==> config.mk <==
export PLATFORM = sky130hd
export DESIGN_NAME = pipe_split_ctrl
export DESIGN_NICKNAME = d
export VERILOG_FILES = /design/src/rtl/pipe_split_ctrl_pkg.sv /design/src/rtl/pipe_split_ctrl_hazard_detect.sv /design/src/rtl/pipe_split_ctrl.sv
export SDC_FILE = /design/constraint.sdc
export NUM_CORES = 1
export LEC_CHECK = 0
export ABC_AREA = 1
export ABC_CLOCK_PERIOD_IN_PS = 3700
export CAP_MARGIN = 25
export CORE_MARGIN = 3
export CORE_UTILIZATION = 40
export CTS_BUF_LIST = sky130_fd_sc_hd__clkbuf_8 sky130_fd_sc_hd__clkbuf_16
export DETAILED_ROUTE_END_ITERATION = 10
export GPL_TIMING_DRIVEN = 0
export PLACE_DENSITY = 0.94
export SLEW_MARGIN = 20
export SYNTH_ARGS = -nofsm -noshare
export SYNTH_HDL_FRONTEND = slang
export SYNTH_SLANG_ARGS = --single-unit
==> constraint.sdc <==
create_clock -name clk -period 3.7 [get_ports clk]
set_input_delay 0.74 -clock clk [delete_from_list [all_inputs] [get_ports clk]]
set_output_delay 0.74 -clock clk [all_outputs]
set_load 0.01 [all_outputs]
==> src/rtl/pipe_split_ctrl_pkg.sv <==
// Shared widths and the stage-2 control bundle for the
// execute/memory split of the pipeline.
package pipe_split_ctrl_pkg;

    localparam int DBITS_DEF = 32;
    localparam int REG_INDEX_BIT_WIDTH_DEF = 4;

    typedef struct packed {
        logic valid;
        logic memtoReg;
        logic memWrite;
        logic jal;
        logic regWrite;
    } m_flags_t;

    localparam m_flags_t M_FLAGS_BUBBLE = '0;

endpackage

==> src/rtl/pipe_split_ctrl_hazard_detect.sv <==
// RAW hazard detection against the stage-2 instruction:
// forward ALU/link results or stall on a load-use.
module hazard_detect
    import pipe_split_ctrl_pkg::*;
#(
    parameter int DBITS = DBITS_DEF,
    parameter int REG_INDEX_BIT_WIDTH = REG_INDEX_BIT_WIDTH_DEF,
    parameter bit FORWARD_EN = 1'b1
) (
    input  m_flags_t                       m_flags,
    input  logic [REG_INDEX_BIT_WIDTH-1:0] m_dr,
    input  logic [DBITS-1:0]               m_aluOut,
    input  logic [DBITS-1:0]               m_incPC,
    input  logic                           x_valid,
    input  logic                           x_use1,
    input  logic                           x_use2,
    input  logic [REG_INDEX_BIT_WIDTH-1:0] x_sr1,
    input  logic [REG_INDEX_BIT_WIDTH-1:0] x_sr2,
    output logic                           stall,
    output logic                           fwd1,
    output logic                           fwd2,
    output logic [DBITS-1:0]               fwd_data
);

    logic producer;
    logic hit1;
    logic hit2;

    assign producer = m_flags.valid & m_flags.regWrite & x_valid;
    assign hit1 = producer & x_use1 & (m_dr == x_sr1);
    assign hit2 = producer & x_use2 & (m_dr == x_sr2);

    // A load result is not available until after stage 2.
    always_comb begin
        stall = 1'b0;
        fwd1 = 1'b0;
        fwd2 = 1'b0;
        if (FORWARD_EN) begin
            stall = (hit1 | hit2) & m_flags.memtoReg;
            fwd1 = hit1 & ~m_flags.memtoReg;
            fwd2 = hit2 & ~m_flags.memtoReg;
        end else begin
            stall = hit1 | hit2;
        end
    end

    assign fwd_data = m_flags.jal ? m_incPC : m_aluOut;

endmodule

==> src/rtl/pipe_split_ctrl.sv <==
// Execute-to-memory stage register with hazard control and
// saturating retired/stall performance counters.
module pipe_split_ctrl
    import pipe_split_ctrl_pkg::*;
#(
    parameter int DBITS = DBITS_DEF,
    parameter int REG_INDEX_BIT_WIDTH = REG_INDEX_BIT_WIDTH_DEF,
    parameter bit FORWARD_EN = 1'b1,
    parameter int CNT_BITS = 16
) (
    input  logic                           clk,
    input  logic                           reset,
    input  logic                           x_valid,
    input  logic                           x_memtoReg,
    input  logic                           x_memWrite,
    input  logic                           x_jal,
    input  logic                           x_regWrite,
    input  logic [REG_INDEX_BIT_WIDTH-1:0] x_dr,
    input  logic [REG_INDEX_BIT_WIDTH-1:0] x_sr1,
    input  logic [REG_INDEX_BIT_WIDTH-1:0] x_sr2,
    input  logic                           x_use1,
    input  logic                           x_use2,
    input  logic [DBITS-1:0]               x_aluOut,
    input  logic [DBITS-1:0]               x_sr2Out,
    input  logic [DBITS-1:0]               x_incPC,
    input  logic                           flush,
    input  logic                           cnt_clr,
    output logic                           m_valid,
    output logic                           m_memtoReg,
    output logic                           m_memWrite,
    output logic                           m_jal,
    output logic                           m_regWrite,
    output logic [REG_INDEX_BIT_WIDTH-1:0] m_dr,
    output logic [DBITS-1:0]               m_aluOut,
    output logic [DBITS-1:0]               m_sr2Out,
    output logic [DBITS-1:0]               m_incPC,
    output logic                           stall,
    output logic                           fwd1,
    output logic                           fwd2,
    output logic [DBITS-1:0]               fwd_data,
    output logic [CNT_BITS-1:0]            retired_cnt,
    output logic [CNT_BITS-1:0]            stall_cnt
);

    m_flags_t m_flags;
    logic     advance;

    assign m_valid    = m_flags.valid;
    assign m_memtoReg = m_flags.memtoReg;
    assign m_memWrite = m_flags.memWrite;
    assign m_jal      = m_flags.jal;
    assign m_regWrite = m_flags.regWrite;

    // Flush beats stall: either way stage 2 receives a bubble.
    assign advance = x_valid & ~stall & ~flush;

    always_ff @(posedge clk or negedge reset) begin
        if (!reset) begin
            m_flags  <= M_FLAGS_BUBBLE;
            m_dr     <= '0;
            m_aluOut <= '0;
            m_sr2Out <= '0;
            m_incPC  <= '0;
        end else begin
            m_flags.valid    <= advance;
            m_flags.memtoReg <= x_memtoReg;
            m_flags.memWrite <= x_memWrite & advance;
            m_flags.jal      <= x_jal;
            m_flags.regWrite <= x_regWrite & advance;
            m_dr             <= x_dr;
            m_aluOut         <= x_aluOut;
            m_sr2Out         <= x_sr2Out;
            m_incPC          <= x_incPC;
        end
    end

    always_ff @(posedge clk or negedge reset) begin
        if (!reset) begin
            retired_cnt <= '0;
            stall_cnt   <= '0;
        end else if (cnt_clr) begin
            retired_cnt <= '0;
            stall_cnt   <= '0;
        end else begin
            if (m_flags.valid && retired_cnt != '1)
                retired_cnt <= retired_cnt + 1'b1;
            if (stall && stall_cnt != '1)
                stall_cnt <= stall_cnt + 1'b1;
        end
    end

    hazard_detect #(
        .DBITS              (DBITS),
        .REG_INDEX_BIT_WIDTH(REG_INDEX_BIT_WIDTH),
        .FORWARD_EN         (FORWARD_EN)
    ) u_hazard (
        .m_flags (m_flags),
        .m_dr    (m_dr),
        .m_aluOut(m_aluOut),
        .m_incPC (m_incPC),
        .x_valid (x_valid),
        .x_use1  (x_use1),
        .x_use2  (x_use2),
        .x_sr1   (x_sr1),
        .x_sr2   (x_sr2),
        .stall   (stall),
        .fwd1    (fwd1),
        .fwd2    (fwd2),
        .fwd_data(fwd_data)
    );

endmodule

==> results.txt, run 1 <==
The first global-routing pass estimated 26400 microns of wire. The number of CTS-inserted buffers is 17. The number of I/O port buffers is 289.

Of the total synthesized cell area, the portion taken by full adders, half adders and majority gates is 0.00473. The global-route total usage across every layer is 0.240. The ratio of cells with drive above 1 in the final layout is 0.120.

Setup repair after global routing left no endpoint under its margin. The total half-perimeter wirelength after legalization and detailed placement came out at 13300 microns. TritonCTS built the clock tree. Compared with the post-synthesis result, the final layout area differs by 71.8%. The clock root buffer is sky130_fd_sc_hd__clkbuf_16. The number of slew-limit violations in the final report is 0. Dividing the final minimum period by the clock period gives 0.876. The stage delay of the slowest cell on the critical path is 0.57 ns.

The post-synthesis instance total came out at 481. At the end of routability-driven placement, the weighted congestion stood at 0.916. The maximum level of the CTS H-tree came out at 4. The start-to-end type of the worst setup path is in -> out. The die span in x came out at 121 microns. Of the total power, the share spent switching nets is 0.221. The post-CTS resize count came out at 0. The detail-routed via count per cell came out at 4.85. For the worst setup path, the data arrival time is 2.50 ns. The die area came out at 0.0146 sq mm. The worst endpoint required time came out at 2.96 ns. IR analysis of the VDD net gives a maximum drop of 0.324 mV. The number of antenna violations at the first check in global routing came to 3. The number of rows created at floorplan came out at 41.

Setup violations remaining at the end of the flow were counted as 0. The highest fanout seen on the critical path is 2. The clock net in this run drives a total of 137 sinks.

The count of boundary I/O pins came out at 291. The total of max-cap violations is 0. During synthesis, Yosys emitted a total of 0 warnings.

The worst setup path is captured at a primary output. The average cell area after synthesis is 11.0 sq um. For this block, the initial DRC count from the detailed router was 291.

The number of buffers inserted for hold repair after clock tree synthesis is 0. The buffers plus inverters on the worst setup path came out at 3. The floorplan die height came out at 121 microns. The detail route stage leaves a number of antenna-violating nets equal to 0. The number of non-filler instances in the completed layout is 979.

The clock power share is 0.468. STA classifies the critical path startpoint as an input pin. The run finished with clean final reports. The internal power of the cells totals 3.07 mW.

Based on the critical path, the design can be clocked at up to 309 MHz. The power per cell area is 434 mW/mm^2. The leakage power is 3.92 nW. Summed over all layers, the routed wires come to 17500 microns. The pin count of the biggest net entering global routing is 73. The accumulated negative setup slack is 0 ns. Of the total synthesized cell area, the portion taken by AND, OR, NAND and NOR gates is 0.196. The via count of the first global-routing pass came out at 4724. The area share of the leading cell type in the synthesized netlist came out at 0.648. The largest total area in the synthesized netlist belongs to sky130_fd_sc_hd__dfrtp_1. The clock transition at the registers of the reported paths is 0.06 ns. The finished cells cover 0.00908 sq mm.

The maximum clock path buffer count is 2. The core region is 0.0128 sq mm. The clock latency on the worst-skew pair is 0.41 ns. Walking the worst path, the cells encountered are clkdlybuf4s50_1, nand3_1, nor2_1, nand3_1, nand2_1, nand2_1, inv_1, clkdlybuf4s50_1. The number of DRC violations after detailed routing came out at 0. The multiplexer share of the synthesized area came out at 0.0681. The number of fillers in the final layout came out at 852. The dominant combinational cell family by area after synthesis is simple AND/OR/NAND/NOR gates. The library cell used most frequently in the layout, excluding fill and tap cells, is sky130_fd_sc_hd__clkdlybuf4s50_1. The post-place instance area came out at 0.00843 sq mm. The reported net switching power came out at 0.872 mW. The relative max-transition margin is 0.668. The number of iterations in the first detailed-routing pass came out at 5. The xor/xnor share of the synthesized area is 0.0132.

Among cell families on the critical path, the largest total delay comes from buffers and inverters. The number of distinct library cell variants in the gate-level netlist after synthesis came out at 29. Dividing the detail-routed wire length by the instance count gives 17.9 microns. The share of the core filled with cells in the final layout is 0.711.

The synthesized netlist occupies a cell area of 0.00529 sq mm. After the last flow step, the layout net total stands at 911. The slew at the pin closest to its max-slew limit is 0.499 ns. The sequential share of power is 0.406. Across all layers, the routed design uses 4748 vias. The sequential fraction of the synthesis area is 0.648. Including well taps, the total number of placed cells is 943. The path class of the lowest-slack min-delay path is in -> async. The count of final hold-check violations came to 0. Ranked by total cell area, the synthesized netlist is headed by sky130_fd_sc_hd__dfrtp_1, sky130_fd_sc_hd__nand2_1, sky130_fd_sc_hd__mux2_2. The slowest cell on the critical path is sky130_fd_sc_hd__clkdlybuf4s50_1. In the layout the commonest cells are sky130_fd_sc_hd__clkdlybuf4s50_1, sky130_fd_sc_hd__dfrtp_1, sky130_fd_sc_hd__nand2_1.

The time the worst path needs with I/O delays and setup is 3.24 ns. The worst clock skew on the final layout is 0.00609 ns. The number of setup buffers added after CTS is 0.

The post-synthesis sequential element count came out at 137. The number of nets in the synthesized netlist is 602. The initial core utilization is 0.414. The leftover overflow at the end of global routing came out at 0.

The post-synthesis compound-gate area fraction came out at 0.0284. The part of the power in combinational logic came out at 0.126.
==> path summary, 6_finish.rpt <==
kind                       slack, ns  cells past startpoint              to      startpoint
max                             0.46                      8           stall         x_valid
min                             0.27                      1     m_aluOut[5]           reset
max reg2reg                     1.84                      9  retired_cnt[0]  retired_cnt[0]
min reg2reg                     0.57                      2   stall_cnt[13]   stall_cnt[13]
max in group asynchronous       2.71                      2     m_sr2Out[3]           reset
min in group clk                0.57                      2   stall_cnt[13]   stall_cnt[13]
==> cell type report <==
cell class | count | area, sq um | share of cell area
clock buffer | 18 | 439 | 0.0483
buffer | 13 | 80.1 | 0.00881
clock inverter | 14 | 206 | 0.0227
timing repair buffer | 290 | 2930 | 0.322
multi-input combinational | 294 | 1640 | 0.181
sequential | 137 | 3430 | 0.377
antenna | 4 | 10.0 | 0.00110
inverter | 37 | 139 | 0.0153
tap | 172 | 215 | 0.0237
==> Yosys cell counts (all sizes together) <==
cell type,n
mux2,32
nor2,56
a21oi,2
nand3,39
xor2,6
clkbuf,2
nor3b,3
or2,1
ha,2
o21ai,19
dfrtp,137
buf,11
inv,37
nand4,16
xnor2,2
o21bai,2
nand2,108
nor3,6
==> through the flow <==
step                hold WS (ns)  power [mW]  worst slack (ns)
floorplan                  0.444        1.75              1.66
global placement           0.547        2.10             -3.32
detailed placement         0.554        2.12             0.412
CTS                        0.279        3.97             0.402
global route               0.279        4.09             0.270
finish                     0.270        3.94             0.460
==> layer usage <==
| metal | vias to the layer above | share of wire | track usage |
|---|---|---|---|
| li1 | 2189 | - | - |
| met1 | 2300 | 0.35 | 0.256 |
| met2 | 229 | 0.53 | 0.432 |
| met3 | 30 | 0.088 | 0.0821 |
| met4 | 0 | 0.028 | 0.0999 |
| met5 | - | 0 | 0 |
==> worst register-to-register path, delay by kind of cell, from the launching register on <==
kind                       cells  cell delay [ns]
AOI/OAI and AO/OA              1             0.07
adders and majority gates      1             0.32
buffers and inverters          1             0.18
DFF                            1             0.46
and+or+nand+nor                6             0.71
==> flip-flops by register name (all words and copies together), names as in the netlist <==
| name | cells |
|---|---|
| m_aluOut | 32 |
| m_memWrite | 1 |
| m_dr | 4 |
| m_valid | 1 |
| m_regWrite | 1 |
| m_incPC | 32 |
| m_memtoReg | 1 |
| m_jal | 1 |
| stall_cnt | 16 |
| m_sr2Out | 32 |
| retired_cnt | 16 |
==> power by group through the flow <==
stage | sequential, mW | clock [mW] | combinational (mW)
after floorplan | 1.65 | 0 | 0.0962
after global placement | 1.62 | 0 | 0.483
after detailed placement | 1.63 | 0 | 0.497
after CTS | 1.60 | 1.87 | 0.502
after global routing | 1.61 | 1.95 | 0.529
final | 1.60 | 1.85 | 0.496
==> cells by family after synthesis <==
kind of cell | count (synthesis)
fa+ha+maj | 2
xor+xnor | 8
simple gates | 229
buf+inv | 50
flops | 137
compound gates | 23
mux | 32
No activity file was read; power rests on OpenSTA's default activity.
==> run 2, diff against run 1 <==
--- a/config.mk
+++ b/config.mk
@@ -5,7 +5,6 @@
 export SDC_FILE = /design/constraint.sdc
 export NUM_CORES = 1
 export LEC_CHECK = 0
-export ABC_AREA = 1
 export ABC_CLOCK_PERIOD_IN_PS = 3700
 export CAP_MARGIN = 25
 export CORE_MARGIN = 3
@@ -13,7 +12,7 @@
 export CTS_BUF_LIST = sky130_fd_sc_hd__clkbuf_8 sky130_fd_sc_hd__clkbuf_16
 export DETAILED_ROUTE_END_ITERATION = 10
 export GPL_TIMING_DRIVEN = 0
-export PLACE_DENSITY = 0.94
+export PLACE_DENSITY = 0.95
 export SLEW_MARGIN = 20
 export SYNTH_ARGS = -nofsm -noshare
 export SYNTH_HDL_FRONTEND = slang
==> run 2 against run 1 <==
Effect of this change: clock skew up 0.0023 ns; area after synthesis down 6.1%; flip-flop and latch count unchanged; critical path type unchanged.
==> results.txt, run 2 <==
The run finished with clean final reports. Across all layers, the routed design uses 4263 vias. The via count of the first global-routing pass came to 4611.

The count of synthesis-stage warnings from yosys came out at 0. The number of buffers inserted for hold repair after clock tree synthesis is 0. The number of cells on the worst reg-to-reg path is 7. The number of I/O port buffers came out at 289. The clock latency on the worst-skew pair came out at 0.41 ns. The worst setup path is launched from an input pin. The count of final hold-check violations came out at 0.

The area growth from synthesis to final layout is 75.3%. The slew at the pin closest to its max-slew limit came out at 0.659 ns. For this run, the share of the core covered by cells in the final layout is 0.722. For this run, the leading register cell type out of synthesis is sky130_fd_sc_hd__dfrtp_1. The post-place instance area is 0.00810 sq mm. Measured along the y axis, the die boundary spans 117 microns. Detailed placement ended at an HPWL of 12800 microns. After routing, the total negative slack on setup checks comes to 0 ns. The number of setup buffers added after CTS is 0. In the final design database the tool counted 786 nets.

Of the available clock period, the critical path in the final layout requires 0.966. The time the worst path needs with I/O delays and setup is 3.58 ns. In this run the power density over the cells is 433 mW/mm^2.

The clock transition at the registers of the reported paths came out at 0.06 ns. Static timing analysis puts the maximum clock frequency at 280 MHz. The average cell area after synthesis came out at 13.9 sq um. The area of all placed cells without fillers came out at 0.00870 sq mm. The initial core utilization came out at 0.412.

The detail-routed via count per cell came out at 5.03. In this run the static leakage power is 3.52 nW. The placeable core area is 0.0121 sq mm. The worst endpoint required time is 2.96 ns. Synthesis produced a netlist with a net count of 477.

The die span in x is 117 microns. The cell taking the most area after synthesis is sky130_fd_sc_hd__dfrtp_1. The first detailed-routing pass ran for 4 iterations. Sorting the synthesized cells by how often they occur yields sky130_fd_sc_hd__dfrtp_1, sky130_fd_sc_hd__mux2_2, sky130_fd_sc_hd__nor2_1. Hold timing on the final database bottoms out at a slack of 0.237 ns. Dividing the detail-routed wire length by the instance count gives 19.6 microns. By area the synthesized netlist is led by sky130_fd_sc_hd__dfrtp_1, sky130_fd_sc_hd__mux2_2, sky130_fd_sc_hd__xnor2_1. The fraction of registers with async set or reset after synthesis is 1.00. The setup path with the least slack is of type in -> out.

The relative max-transition margin came out at 0.557. The largest registers in the layout are m_aluOut (32), m_incPC (32), m_sr2Out (32). The ratio of cells with drive above 1 in the final layout came out at 0.117. The maximum level of the CTS H-tree is 4.

The count of flip-flops with a built-in enable after synthesis is 0. The pin count of the biggest net entering global routing came out at 86. In this run the worst path has a maximum fanout of 10. The wire length reported by the detailed router is 16600 microns. After synthesis the cells add up to 0.00496 sq mm. Yosys instantiated no cell more often than sky130_fd_sc_hd__dfrtp_1.

The library cells used most frequently in the layout, excluding fill and tap cells, are sky130_fd_sc_hd__clkdlybuf4s50_1, sky130_fd_sc_hd__dfrtp_1, sky130_fd_sc_hd__mux2_2. The tree built by TritonCTS fans out to 137 sinks. Row generation in the floorplan step produced 40 rows.

For the worst setup path, the data arrival time is 2.84 ns. Counting distinct cell types in the post-synthesis netlist gives 39. The number of routed nets with antenna violations is 0. The number of CTS-inserted buffers came out at 17. The sequential fraction of the synthesis area is 0.691. The number of antenna violations at the first check in global routing is 1.

The total setup violations reported at the end of the flow is 0. The worst register-to-register path begins at stall_cnt[0]. The post-CTS resize count came out at 0. The die area came out at 0.0138 sq mm. The worst clock skew on the final layout came out at 0.00834 ns. In this run the worst hold path is classified as in -> async. The number of design-rule violations left by the first detailed-router iteration is 267. Max-cap violations in this run came to 0. The first global-routing pass estimated 25900 microns of wire. The global-route total usage across every layer is 0.242. The number of slew-limit violations in the final report was 0. At the end of routability-driven placement, the weighted congestion stood at 0.892. No sink is reached through more buffers than the 2 on the longest clock path. Counting flops and latches in the post-synthesis netlist gives 137. Setup repair after global routing left no endpoint under its margin. The leftover overflow at the end of global routing is 0. In this run the clock root is driven by a sky130_fd_sc_hd__clkbuf_16. Synthesis handed over a netlist of 356 instances. Of the post-synthesis cell area, the dominant cell type holds 0.691. The count of boundary I/O pins is 291. The kind of capture point of the worst setup path is a primary output. The flop-to-flop setup slack came out at 1.42 ns. The number of DRC violations after detailed routing came out at 0. The capturing point of the worst reg2reg path is stall_cnt[2].

Leaving out fill and tap cells, the most frequent cell in the layout is sky130_fd_sc_hd__clkdlybuf4s50_1. The maximum VDD drop is 0.252 mV. The TritonCTS clock tree is yes.
==> run 2: cell count changes after synthesis, moves of 6 or more <==
cell and change:
sky130_fd_sc_hd__nand3_1 -21, sky130_fd_sc_hd__nand2_1 -93, sky130_fd_sc_hd__xnor2_1 +11, sky130_fd_sc_hd__nand4_1 -6, sky130_fd_sc_hd__inv_1 -31, sky130_fd_sc_hd__o21ai_2 -8, sky130_fd_sc_hd__a21oi_1 +14, sky130_fd_sc_hd__nor2_1 -30
==> run 2: worst max-delay path by stage <==
| stage | cells after the start | end | startpoint | slack (ns) |
|---|---|---|---|---|
| 6_report | 8 | stall | x_sr1[3] | 0.12 |
| 5_1_grt | 8 | stall | x_sr1[3] | 0.02 |
| 3_5_place_dp | 8 | stall | x_sr1[2] | 0.16 |
| 2_1_floorplan | 6 | stall | x_sr1[0] | 1.27 |
| 3_3_place_gp | 1 | m_aluOut[8] | reset | -3.19 |
| 4_1_cts | 8 | stall | x_sr1[2] | 0.16 |
==> run 2: critical path: stages <==
cell                              delay [ns]
sky130_fd_sc_hd__clkdlybuf4s50_1        0.47
sky130_fd_sc_hd__xor2_1                 0.24
sky130_fd_sc_hd__nor2_1                 0.08
sky130_fd_sc_hd__a22oi_2                0.33
sky130_fd_sc_hd__buf_6                  0.20
sky130_fd_sc_hd__buf_2                  0.24
sky130_fd_sc_hd__inv_1                  0.06
sky130_fd_sc_hd__clkdlybuf4s50_1        0.48
==> run 2: layout make-up <==
class | count | area, sq um
Sequential cell | 137 | 3430
Fill cell | 763 | 3360
Timing Repair Buffer | 290 | 2930
Multi-Input combinational cell | 200 | 1450
Clock buffer | 17 | 425
Tap cell | 168 | 210
Clock inverter | 15 | 176
Buffer | 13 | 61.3
Inverter | 6 | 22.5
Antenna cell | 1 | 2.50
==> run 2: cells by family after synthesis <==
kind of cell / synth area share
xor+xnor: 0.0335
compound gates: 0.0479
mux: 0.0837
simple gates: 0.122
fa+ha+maj: 0.00504
flops: 0.691
buf+inv: 0.0169
==> run 2: metal layers <==
metal / up-vias / share of wire / global-route usage
met1: 2106 / 0.36 / 0.276
met4: 0 / 0.019 / 0.0726
li1: 1893 / - / -
met2: 244 / 0.55 / 0.442
met3: 20 / 0.071 / 0.0661
met5: - / 0 / 0
==> run 2: per-stage QoR <==
step                      setup WS (ns)  power, mW  instances
after floorplan                    1.27       1.72        356
after global placement            -3.19       2.06        813
after detailed placement          0.158       2.08        814
after CTS                         0.158       3.80        846
after global routing             0.0218       3.91        847
final                             0.125       3.77        847
==> run 2: power by group <==
part	internal, mW	leakage [nW]	switching [mW]
clock network	1.06	0.295	0.655
registers	1.56	1.67	0.0355
logic	0.291	1.55	0.168
total	2.91	3.52	0.858
==> run 3, diff against run 2 <==
--- a/config.mk
+++ b/config.mk
@@ -7,9 +7,10 @@
 export LEC_CHECK = 0
 export ABC_CLOCK_PERIOD_IN_PS = 3700
 export CAP_MARGIN = 25
+export CELL_PAD_IN_SITES_DETAIL_PLACEMENT = 1
+export CELL_PAD_IN_SITES_GLOBAL_PLACEMENT = 1
 export CORE_MARGIN = 3
-export CORE_UTILIZATION = 40
-export CTS_BUF_LIST = sky130_fd_sc_hd__clkbuf_8 sky130_fd_sc_hd__clkbuf_16
+export CORE_UTILIZATION = 31
 export DETAILED_ROUTE_END_ITERATION = 10
 export GPL_TIMING_DRIVEN = 0
 export PLACE_DENSITY = 0.95
==> run 3 against run 2 <==
Effect of this change: utilization down 16 points; count of clock-buffer cells in the layout rose by 3; hold slack better by 0.0023 ns; clock power decreased by 8%; global-route usage down 2.4 points; critical path depth unchanged; flip-flop and latch count unchanged; worst setup slack better by 0.088 ns; clock skew rose by 0.00067 ns; maximum frequency is 2.5% higher; routed wire length is 16% higher; non-clock buffer count rose by 1.
==> results.txt, run 3 (synthesis gave the netlist of run 2 again) <==
The worst endpoint required time is 2.96 ns. The worst endpoint data arrival time is 2.75 ns. The critical path's top delay family is buffers and inverters.

The number of design-rule violations left by the first detailed-router iteration came out at 148. The power per cell area came out at 419 mW/mm^2. The worst setup path is launched from an input pin. The worst clock skew on the final layout is 0.00901 ns. The maximum level of the CTS H-tree is 4. The largest single stage delay on the critical path is 0.48 ns. STA classifies the critical path endpoint as a primary output. Counting stages on the worst path, the most repeated cell is sky130_fd_sc_hd__clkdlybuf4s50_1.

The critical path in this run is classified as in -> out. The floorplan die height is 133 microns. The die area is 0.0176 sq mm. The total setup violations reported at the end of the flow is 0.

Based on the critical path, the design can be clocked at up to 287 MHz. The number of I/O port buffers came out at 289. The initial core utilization is 0.322.

The number of antenna violations at the first check in global routing is 1. The slew at the pin closest to its max-slew limit came out at 0.800 ns. The wire length per cell after detailed routing came out at 21.6 microns. The final layout contains 787 nets.

The count of boundary I/O pins is 291. The worst hold path belongs to the class in -> async. The run finished with clean final reports. The final weighted congestion in routability-driven placement is 0.850. In the global route stage, overall resource usage came out at 0.217.

The first global-routing pass estimated 29400 microns of wire. The relative max-transition margin came out at 0.466. Of all nets on the critical path, the largest fanout is 10. The floorplan step set the die width to 133 microns.

Setup repair after global routing left no endpoint under its margin. The post-route fraction of the period consumed by the critical path came out at 0.943. The pin count of the biggest net entering global routing came out at 85. The number of slew-limit violations in the final report came to 0. The slowest cell on the critical path is sky130_fd_sc_hd__clkdlybuf4s50_1. The wire length reported by the detailed router came out at 19200 microns. In the final layout, the registers with the most flip-flops are m_aluOut (32), m_incPC (32), m_sr2Out (32). The ratio of cells with drive above 1 in the final layout is 0.117. In the routed layout, each cell is associated on average with a via count of 4.81. The total half-perimeter wirelength after legalization and detailed placement came out at 15300 microns.

Clock tree synthesis selected as its root buffer the cell sky130_fd_sc_hd__clkbuf_16. Measured on the finished design, the core utilization comes to 0.565. The maximum VDD drop came out at 0.274 mV.

The number of sinks on the clock net came out at 137. The area growth from synthesis to final layout came out at 75.7%. After clock tree synthesis, the clock-pin slew on the worst setup and hold paths is 0.06 ns. The library cells used most frequently in the layout, excluding fill and tap cells, are sky130_fd_sc_hd__clkdlybuf4s50_1, sky130_fd_sc_hd__dfrtp_1, sky130_fd_sc_hd__mux2_2.

TritonCTS built the clock tree. The total of max-cap violations is 0. For this run, the detailed router's first-pass iteration total came to 4.

Setup slack closes at 0.212 ns. The routed layout has 4283 vias. The pre-CTS setup slack is 0.119 ns.

The filler cells instantiated in the layout total 1599. The clock latency on the worst-skew pair is 0.41 ns. Traced cell by cell, the critical path runs through clkdlybuf4s50_1, xnor2_1, and4_1, a22oi_2, buf_6, buf_2, inv_1, clkdlybuf4s50_1. For this run, design rule violations remaining after detail routing come to 0. The placeable core area is 0.0154 sq mm. No sink is reached through more buffers than the 2 on the longest clock path. The leftover overflow at the end of global routing came out at 0. The buffers plus inverters on the worst setup path is 5. In this run the static leakage power is 3.49 nW. The count of final hold-check violations came to 0. Leaving out fill and tap cells, the most frequent cell in the layout is sky130_fd_sc_hd__clkdlybuf4s50_1. The number of rows created at floorplan is 45. The number of buffers inserted for hold repair after clock tree synthesis came out at 0.

The number of routed nets with antenna violations came out at 0. The number of clock buffers added by TritonCTS is 17. The via count of the first global-routing pass came out at 4799. The routed design could run at a clock period as short as 3.49 ns.
==> run 3: changes by cell type in the layout (fill, tap and decap cells not counted) <==
cell / before / now
sky130_fd_sc_hd__clkinv_4: 3 / 0
sky130_fd_sc_hd__inv_6: 3 / 2
sky130_fd_sc_hd__diode_2: 1 / 2
sky130_fd_sc_hd__bufinv_16: 3 / 1
sky130_fd_sc_hd__clkbuf_1: 4 / 5
sky130_fd_sc_hd__clkinvlp_4: 2 / 4
sky130_fd_sc_hd__inv_1: 7 / 6
sky130_fd_sc_hd__buf_4: 0 / 1
sky130_fd_sc_hd__clkbuf_8: 0 / 2
sky130_fd_sc_hd__clkinv_2: 3 / 4
==> run 3: power by group <==
group	internal [mW]	switching, mW	leakage, nW	total [mW]
combinational	0.292	0.180	1.55	0.472
sequential	1.56	0.0368	1.67	1.60
clock	0.954	0.629	0.264	1.58
==> run 3: layout make-up <==
cell class / count / area [sq um] / share of cell area
diodes: 2 / 5.00 / 0.000574
plain buffers: 13 / 61.3 / 0.00703
clock buffers: 20 / 457 / 0.0524
clock inverters: 11 / 97.6 / 0.0112
inverters: 6 / 22.5 / 0.00258
multi-input cells: 200 / 1450 / 0.167
flip-flops and latches: 137 / 3430 / 0.393
well taps: 211 / 264 / 0.0303
repair buffers: 291 / 2930 / 0.336
==> run 3: layer usage <==
layer,vias up,track usage,share of wire
li1,1895,-,-
met1,2161,0.244,0.38
met2,203,0.403,0.55
met3,24,0.0570,0.059
met4,0,0.0647,0.017
met5,-,0,0
==> run 3: worst paths after layout <==
path	from	end	slack, ns	cells past startpoint
worst max-delay path	x_sr1[0]	stall	0.21	8
worst min-delay path	reset	m_incPC[10]	0.24	1
worst max register to register	stall_cnt[0]	stall_cnt[2]	1.49	7
worst min register to register	stall_cnt[9]	stall_cnt[9]	0.60	2
max in group asynchronous	reset	m_aluOut[16]	2.69	2
min in group clk	stall_cnt[9]	stall_cnt[9]	0.60	2
==> run 3: timing repair <==
action                     4_1_cts  5_1_grt
resized for setup                0        0
setup endpoints to repair        0        1
setup buffers                    0        1
==> run 3: stage by stage <==
step                      std cells  TNS, ns  power [mW]  cell area, sq um  hold slack (ns)
after floorplan                 356        0        1.72              4960            0.444
after global placement          856  -450.73        2.07              8120            0.563
after detailed placement        857        0        2.10              8150            0.583
after CTS                       888        0        3.70              8710            0.256
after global routing            890        0        3.80              8720            0.245
final                           891        0        3.65              8720            0.239
